===== config.mk =====
export PLATFORM = sky130hd
export DESIGN_NAME = id_ex_stage
export DESIGN_NICKNAME = d
export VERILOG_FILES = /design/src/rtl/mips_pkg.sv /design/src/rtl/fwd_mux.sv /design/src/rtl/id_ex_stage.sv
export SDC_FILE = /design/constraint.sdc
export NUM_CORES = 1
export LEC_CHECK = 0
export ABC_AREA = 1
export CORE_MARGIN = 2
export CORE_UTILIZATION = 48
export CTS_CLUSTER_DIAMETER = 30
export CTS_CLUSTER_SIZE = 30
export DETAILED_ROUTE_END_ITERATION = 10
export HOLD_SLACK_MARGIN = 0.02
export PLACE_DENSITY = 0.95
export SKIP_LAST_GASP = 1
export SLEW_MARGIN = 20
export SYNTH_ARGS = -nofsm -noshare
export SYNTH_HDL_FRONTEND = slang
export SYNTH_SLANG_ARGS = --single-unit

===== constraint.sdc =====
create_clock -name clk -period 4.15 [get_ports clk]
set_input_delay 0.83 -clock clk [delete_from_list [all_inputs] [get_ports clk]]
set_output_delay 0.83 -clock clk [all_outputs]
set_load 0.05 [all_outputs]

===== src/rtl/mips_pkg.sv =====
// Shared MIPS-subset definitions: opcode constants, field widths and small
// decode helpers used by the pipeline stages.
package mips_pkg;

    localparam int DATA_W = 32;
    localparam int REG_W  = 5;
    localparam int OP_W   = 6;
    localparam int IMM_W  = 16;

    localparam logic [OP_W-1:0] OP_RTYPE = 6'h00;
    localparam logic [OP_W-1:0] OP_LW    = 6'h23;
    localparam logic [OP_W-1:0] OP_SW    = 6'h2B;
    localparam logic [OP_W-1:0] OP_ADDI  = 6'h08;
    localparam logic [OP_W-1:0] OP_ANDI  = 6'h0C;
    localparam logic [OP_W-1:0] OP_ORI   = 6'h0D;
    localparam logic [OP_W-1:0] OP_BEQ   = 6'h04;

    // How the B operand is sourced for a given opcode.
    typedef enum logic [1:0] {
        BSRC_REG  = 2'd0,
        BSRC_SEXT = 2'd1,
        BSRC_ZEXT = 2'd2
    } bsrc_e;

    function automatic bsrc_e b_source(input logic [OP_W-1:0] op);
        bsrc_e src;
        case (op)
            OP_LW, OP_SW, OP_ADDI: src = BSRC_SEXT;
            OP_ANDI, OP_ORI:       src = BSRC_ZEXT;
            default:               src = BSRC_REG;
        endcase
        return src;
    endfunction

    // Destination register written back by an instruction; 0 means none.
    function automatic logic [REG_W-1:0] dest_reg(input logic [OP_W-1:0]  op,
                                                  input logic [REG_W-1:0] rt,
                                                  input logic [REG_W-1:0] rd);
        logic [REG_W-1:0] dst;
        case (op)
            OP_RTYPE:                    dst = rd;
            OP_LW, OP_ADDI, OP_ANDI,
            OP_ORI:                      dst = rt;
            default:                     dst = '0;
        endcase
        return dst;
    endfunction

endpackage


===== src/rtl/fwd_mux.sv =====
// Operand forwarding select for one source register. The younger EX/MEM
// result has priority over MEM/WB; register 0 is never forwarded.
module fwd_mux
    import mips_pkg::*;
(
    input  logic [REG_W-1:0]  spec,
    input  logic [DATA_W-1:0] latched,
    input  logic              exmem_regwrite,
    input  logic [REG_W-1:0]  exmem_rd,
    input  logic [DATA_W-1:0] exmem_result,
    input  logic              memwb_regwrite,
    input  logic [REG_W-1:0]  memwb_rd,
    input  logic [DATA_W-1:0] memwb_result,
    output logic [DATA_W-1:0] data
);

    // Priority select: EX/MEM match, then MEM/WB match, else latched value.
    always_comb begin
        data = latched;
        if (spec != '0) begin
            if (exmem_regwrite && (exmem_rd == spec)) begin
                data = exmem_result;
            end else if (memwb_regwrite && (memwb_rd == spec)) begin
                data = memwb_result;
            end
        end
    end

endmodule


===== src/rtl/id_ex_stage.sv =====
// ID/EX pipeline register with operand forwarding and B-operand selection.
// All id_* inputs pass through a register; only the forwarding candidates
// reach the outputs combinationally.
module id_ex_stage
    import mips_pkg::*;
(
    input  logic              clk,
    input  logic              rst_n,
    input  logic              stall,
    input  logic              flush,
    input  logic              id_valid,
    input  logic [OP_W-1:0]   id_opcode,
    input  logic [OP_W-1:0]   id_funct,
    input  logic [REG_W-1:0]  id_rs,
    input  logic [REG_W-1:0]  id_rt,
    input  logic [REG_W-1:0]  id_rd,
    input  logic [DATA_W-1:0] id_rs_data,
    input  logic [DATA_W-1:0] id_rt_data,
    input  logic [IMM_W-1:0]  id_imm,
    input  logic              exmem_regwrite,
    input  logic [REG_W-1:0]  exmem_rd,
    input  logic [DATA_W-1:0] exmem_result,
    input  logic              memwb_regwrite,
    input  logic [REG_W-1:0]  memwb_rd,
    input  logic [DATA_W-1:0] memwb_result,
    output logic              ex_valid,
    output logic [OP_W-1:0]   ex_opcode,
    output logic [OP_W-1:0]   ex_funct,
    output logic [DATA_W-1:0] ex_a,
    output logic [DATA_W-1:0] ex_b,
    output logic [DATA_W-1:0] ex_store_data,
    output logic [REG_W-1:0]  ex_wreg
);

    logic              valid_reg;
    logic [OP_W-1:0]   opcode_reg;
    logic [OP_W-1:0]   funct_reg;
    logic [REG_W-1:0]  rs_reg;
    logic [REG_W-1:0]  rt_reg;
    logic [REG_W-1:0]  wreg_reg;
    logic [IMM_W-1:0]  imm_reg;
    logic [DATA_W-1:0] rs_data_reg;
    logic [DATA_W-1:0] rt_data_reg;

    logic [DATA_W-1:0] fwd_rs;
    logic [DATA_W-1:0] fwd_rt;

    fwd_mux u_fwd_rs (
        .spec           (rs_reg),
        .latched        (rs_data_reg),
        .exmem_regwrite (exmem_regwrite),
        .exmem_rd       (exmem_rd),
        .exmem_result   (exmem_result),
        .memwb_regwrite (memwb_regwrite),
        .memwb_rd       (memwb_rd),
        .memwb_result   (memwb_result),
        .data           (fwd_rs)
    );

    fwd_mux u_fwd_rt (
        .spec           (rt_reg),
        .latched        (rt_data_reg),
        .exmem_regwrite (exmem_regwrite),
        .exmem_rd       (exmem_rd),
        .exmem_result   (exmem_result),
        .memwb_regwrite (memwb_regwrite),
        .memwb_rd       (memwb_rd),
        .memwb_result   (memwb_result),
        .data           (fwd_rt)
    );

    // Pipeline register: flush kills, stall holds (but refreshes operand data
    // with forwarded values so late writebacks are not lost), else latch.
    always_ff @(posedge clk or negedge rst_n) begin
        if (!rst_n) begin
            valid_reg   <= 1'b0;
            opcode_reg  <= '0;
            funct_reg   <= '0;
            rs_reg      <= '0;
            rt_reg      <= '0;
            wreg_reg    <= '0;
            imm_reg     <= '0;
            rs_data_reg <= '0;
            rt_data_reg <= '0;
        end else if (flush) begin
            valid_reg   <= 1'b0;
            opcode_reg  <= '0;
            funct_reg   <= '0;
            wreg_reg    <= '0;
            rs_reg      <= id_rs;
            rt_reg      <= id_rt;
            imm_reg     <= id_imm;
            rs_data_reg <= id_rs_data;
            rt_data_reg <= id_rt_data;
        end else if (stall) begin
            rs_data_reg <= fwd_rs;
            rt_data_reg <= fwd_rt;
        end else begin
            valid_reg   <= id_valid;
            opcode_reg  <= id_valid ? id_opcode : '0;
            funct_reg   <= id_valid ? id_funct : '0;
            wreg_reg    <= id_valid ? dest_reg(id_opcode, id_rt, id_rd) : '0;
            rs_reg      <= id_rs;
            rt_reg      <= id_rt;
            imm_reg     <= id_imm;
            rs_data_reg <= id_rs_data;
            rt_data_reg <= id_rt_data;
        end
    end

    // B operand: extended immediate for I-type ALU/memory ops, else rt.
    always_comb begin
        ex_b = fwd_rt;
        case (b_source(opcode_reg))
            BSRC_SEXT: ex_b = {{(DATA_W-IMM_W){imm_reg[IMM_W-1]}}, imm_reg};
            BSRC_ZEXT: ex_b = {{(DATA_W-IMM_W){1'b0}}, imm_reg};
            default:   ex_b = fwd_rt;
        endcase
    end

    assign ex_valid      = valid_reg;
    assign ex_opcode     = opcode_reg;
    assign ex_funct      = funct_reg;
    assign ex_a          = fwd_rs;
    assign ex_store_data = fwd_rt;
    assign ex_wreg       = wreg_reg;

endmodule


# == Yosys cells after proc, flatten, opt, wreduce, memory -nomap -nowiden ==
# Cells that the tools add are included.
# totals
regBits,108
inputBits,188
out_inout_bits,114
word_cells,65
# op_classes
eq_ne,16
muxes,30
n_reduce_logical,10
# op_table
op,count
two-way mux 32 bit,10
one-hot mux 32 bit (2 select lines),1
equality test 6 x 4 -> 1 bit (second input constant),6
two-way mux 6 bit,6
two-way mux 5 bit,7
two-way mux 16 bit,2
equality test 5 bit,4
equality test 6 bit (second input constant),3
one-hot mux 5 bit (2 select lines),1
nonzero test 5 bit,2
logical NOT 6 bit,1
logical AND 1 bit,4
one-hot mux 2 bit (2 select lines),1
OR reduction 4 bit,1
OR reduction 3 bit,1
equality test 2 x 1 -> 1 bit (second input constant),1
equality test 2 bit (second input constant),1
two-way mux 1 bit,2
inequality test 2 x 1 -> 1 bit (second input constant),1
OR reduction 2 bit,1

# == Logic depth before layout (Yosys ltp) ==
# logic_depth
depth_word,7
depth_mapped,13

# == Hierarchy ==
# Synthesis repeated with hierarchy kept, for this count alone.
# unflattened
cells_unflattened,1149
hier_area_um2,7304.5
# by_module_without_submodules
mod,n_inst,cells_per_inst,area_per_inst_um2,seq_area_each_um2
id_ex_stage,1,541,4554.4,2702.6
fwd_mux,2,304,1375.1,0.0

# == Least setup slack after synthesis ==
# No wires, ideal clock.
# synth_path
kind,register to output
startpoint,"register opcode_reg[5], in the netlist ex_opcode[5]"
endpoint,output port ex_b[31]
t_arrival_ps,2770
path_slack_ps,550
path_stages_with_launch,9
n_path_buf,1
cell_sequence,dfrtp_1 > nor2_1 > nand3_1 > o21ai_0 > nand2_1 > ha_1 > inv_1 > clkbuf_1 > o21ai_0
# synth_between
elab_chain_cells,5
elab_cells_between_ends,11
# synth_lines
item,line_no,source
start: declaration,id_ex_stage.sv:36,logic [OP_W-1:0] opcode_reg;
start signal: assignment,id_ex_stage.sv:100,opcode_reg <= id_valid ? id_opcode : '0;
equality test 6 bit / equality test 6 x 4 -> 1 bit (equally long branches),mips_pkg.sv:27,case (op)
OR reduction 3 bit / OR reduction 2 bit (equally long branches),mips_pkg.sv:27,
one-hot mux 2 bit (2 select lines) (*),mips_pkg.sv:27,
equality test 2 bit / equality test 2 x 1 -> 1 bit (equally long branches),id_ex_stage.sv:114,case (b_source(opcode_reg))
one-hot mux 32 bit (2 select lines) (*),id_ex_stage.sv:114,
end: declaration,id_ex_stage.sv:30,"output logic [DATA_W-1:0] ex_b,"
# Mark *: on every way between the ends. The rest lies on a longest branch, timed or not.

# == Worst setup path after layout ==
# layout_path
startpoint,input port exmem_rd[4]
endpoint,output port ex_b[0]
# layout_between
elab_chain_cells,5
# layout_lines
item,line_no,source
start: declaration,id_ex_stage.sv:21,"input logic [REG_W-1:0] exmem_rd,"
equality test 5 bit,fwd_mux.sv:21,if (exmem_regwrite && (exmem_rd == spec)) begin
logical AND 1 bit,fwd_mux.sv:21,
two-way mux 32 bit,fwd_mux.sv:21,
two-way mux 32 bit,fwd_mux.sv:20,if (spec != '0) begin
one-hot mux 32 bit (2 select lines),id_ex_stage.sv:114,
# Every way passes these cells.

==> qor.yml <==
status:
  status: "finished with violations"
  violations: "design-rule violations"
route:
  vias_per_cell: 5.15
  route.detailed.drc: 1
  drt-initial-drc-count: 863
  drt-wirelength-per-cell_um: 16.4
  final_antenna_net_count: 0
  wirelength_mm: 28.6
  drt_first_pass_iters: 11
  route.vias.total: 8964
finish:
  final_cell_mix: "383 x nand2_1, 228 x inv_1, 204 x clkdlybuf4s50_1"
  drive_gt1_share_pct: 15.3
  final_nets: 1710
  post-route-util_pct: 77.0
  layout_commonest_cell: "nand2_1"
  area_growth_pct: 57.8
  layout.cells.non_filler: 1741
  antenna_cells: 0
clocking:
  cts_tree: "built"
  h-tree-depth: 3
  cts-resized-gates: 0
  hold_buffers: 0
  clk-insertion-delay-late_ns: 0.36
  cts_buffers: 9
  clock_path_buffers: 2
  root_buffer: "clkbuf_16"
  clk_pin_slew_worst_paths_ns: 0.08
  clock-sinks: 108
  post_cts_buffers: 0
die:
  rows: 46
  ioPinCount: 302
  die_height_um: 131
  core_um2: 15800
  start_util_pct: 48.8
  die_x_um: 131
  die_area_um2: 17000
sta:
  fin_crit_ns: 3.85
  tightest_slew_ns: 1.01
  period_share_pct: 92.7
  tns_ns: 0
  hold_viol: 0
  slew_violations: 0
  skew_ns: 0.0121
  setup_viol: 0
  fmax_mhz: 260
  max_slew_margin_pct: 32.0
  rsz0062_at_grt: "no"
logic_synthesis:
  netlist_area_um2: 7690
  synth_cells: 1254
  ys_ff_latch: 108
  ys_warn_count: 0
  synth-seq-area-share_pct: 35.2
  synth_cell_types: 30
  mappedNetlistNets: 1444
  avgSynthCellArea_um2: 6.13
hold_path:
  holdPathStages: 2
  hp-class: "reg2reg"
  min_to: "ex_valid"
  worstHoldStart: "ex_valid"
setup_path:
  worst_r2r_endpoint: "rt_data_reg[22]"
  rrSetupSlack_ns: 2.05
  crit_required_ns: 3.32
  rr_worst_depth: 10
  worst_setup_path_start_kind: "input pin"
  path_max_fanout: 28
  end_kind: "primary output"
  crit_arrival_ns: 3.02
  crit_path_start: "exmem_rd[4]"
  rr_startpoint: "rt_reg[1]"
  worst-setup-path-type: "in2out"
global_route:
  grt_max_degree: 159
  gr-total-overflow: 0
  track_usage_pct: 32.8
  grt_first_pass_wirelength_mm: 43.4
  grt_pass1_vias: 8741
  antenna_found_initial: 0
power_and_ir_drop:
  p_total_mw: 3.98
  peakVddDrop_v: 0.000242
  power_density_nw_per_um2: 328
  p_leak_nw: 6.47
flow_run:
  cap_violations: 0
place:
  place_inst: 1725
  gp_congestion: 0.984
  hpwl_mm: 21.6
  portBuffers: 301
## worst max-delay path, stage by stage
cell and delay, ns:
clkdlybuf4s50_1 0.52, inv_1 0.07, nand2_1 0.06, nand2_1 0.05, nor2_1 0.19, nand3_4 0.15, buf_4 0.28, nor2_1 0.14
nor2_1 0.06, nand2_1 0.10, nand2_1 0.10, o21ai_1 0.29, buf_12 0.18
## report_power, final
part | total (mW) | switching (mW) | internal (mW)
clock network | 0.925 | 0.440 | 0.485
registers | 1.18 | 0.0428 | 1.13
logic | 1.88 | 1.07 | 0.806
total | 3.98 | 1.56 | 2.42
## cell families after synthesis
group	Yosys count	share of synthesized area, %
and+or+nand+nor	711	38.5
buffers and inverters	300	15.6
AOI/OAI and AO/OA	133	10.4
DFF	108	35.2
adders and majority gates	2	0.325
## final cells by class
cell class,instances,area [um^2]
Clock buffer,9,225
Clock inverter,7,86.3
Fill cell,1091,3630
Inverter,235,882
Multi-Input combinational cell,846,3830
Sequential cell,108,2700
Tap cell,216,270
Timing Repair Buffer,320,4140
## Yosys cell counts
cell type | instances | share of area, %
nand3_1 | 75 | 4.9
inv_2 | 6 | 0.29
buf_2 | 34 | 2.2
o22ai_1 | 3 | 0.24
o21ai_1 | 26 | 1.7
nor3_2 | 2 | 0.26
o21ai_2 | 3 | 0.34
nand2_2 | 27 | 2.2
buf_4 | 1 | 0.098
nand2_1 | 383 | 19
nor4_4 | 1 | 0.28
nor2_1 | 186 | 9.1
a21oi_2 | 27 | 3.1
o21ai_0 | 30 | 2.0
clkbuf_1 | 25 | 1.2
buf_6 | 4 | 0.59
nor2_2 | 29 | 2.4
nand4_1 | 2 | 0.16
inv_1 | 229 | 11
nand3b_1 | 1 | 0.098
a22oi_1 | 5 | 0.49
nand3_2 | 1 | 0.13
a21oi_1 | 38 | 2.5
buf_1 | 1 | 0.049
or2_2 | 1 | 0.081
nor3_1 | 2 | 0.13
nor4_2 | 1 | 0.16
dfrtp_1 | 108 | 35
o21bai_1 | 1 | 0.098
ha_1 | 2 | 0.33
## how the worst max path moves through the flow
| stage | to | slack [ns] | cells after the start |
|---|---|---|---|
| after detailed placement | ex_b[0] | 0.37 | 13 |
| after global placement | ex_b[0] | 0.43 | 13 |
| final | ex_b[0] | 0.30 | 13 |
| after global routing | ex_b[0] | 0.23 | 13 |
| after floorplan | ex_b[31] | 0.55 | 8 |
| after CTS | ex_b[0] | 0.36 | 13 |
## routing by layer
layer | up-vias | global-route usage (%) | wire length [um]
met5 | - | 0 | 0
met4 | 0 | 16.6 | 1570
met1 | 4009 | 38.9 | 10600
li1 | 4257 | - | -
met2 | 582 | 56.4 | 13700
met3 | 116 | 6.72 | 2710
## through the flow
step / hold WS (ns) / instance area [um^2] / setup slack, ns
global route: 0.521 / 12100 / 0.233
CTS: 0.483 / 12100 / 0.361
floorplan: 0.449 / 7690 / 0.550
global placement: 0.461 / 11800 / 0.431
finish: 0.483 / 12100 / 0.301
detailed placement: 0.463 / 11800 / 0.374
Note: power is estimated with default switching activity, not from simulation.
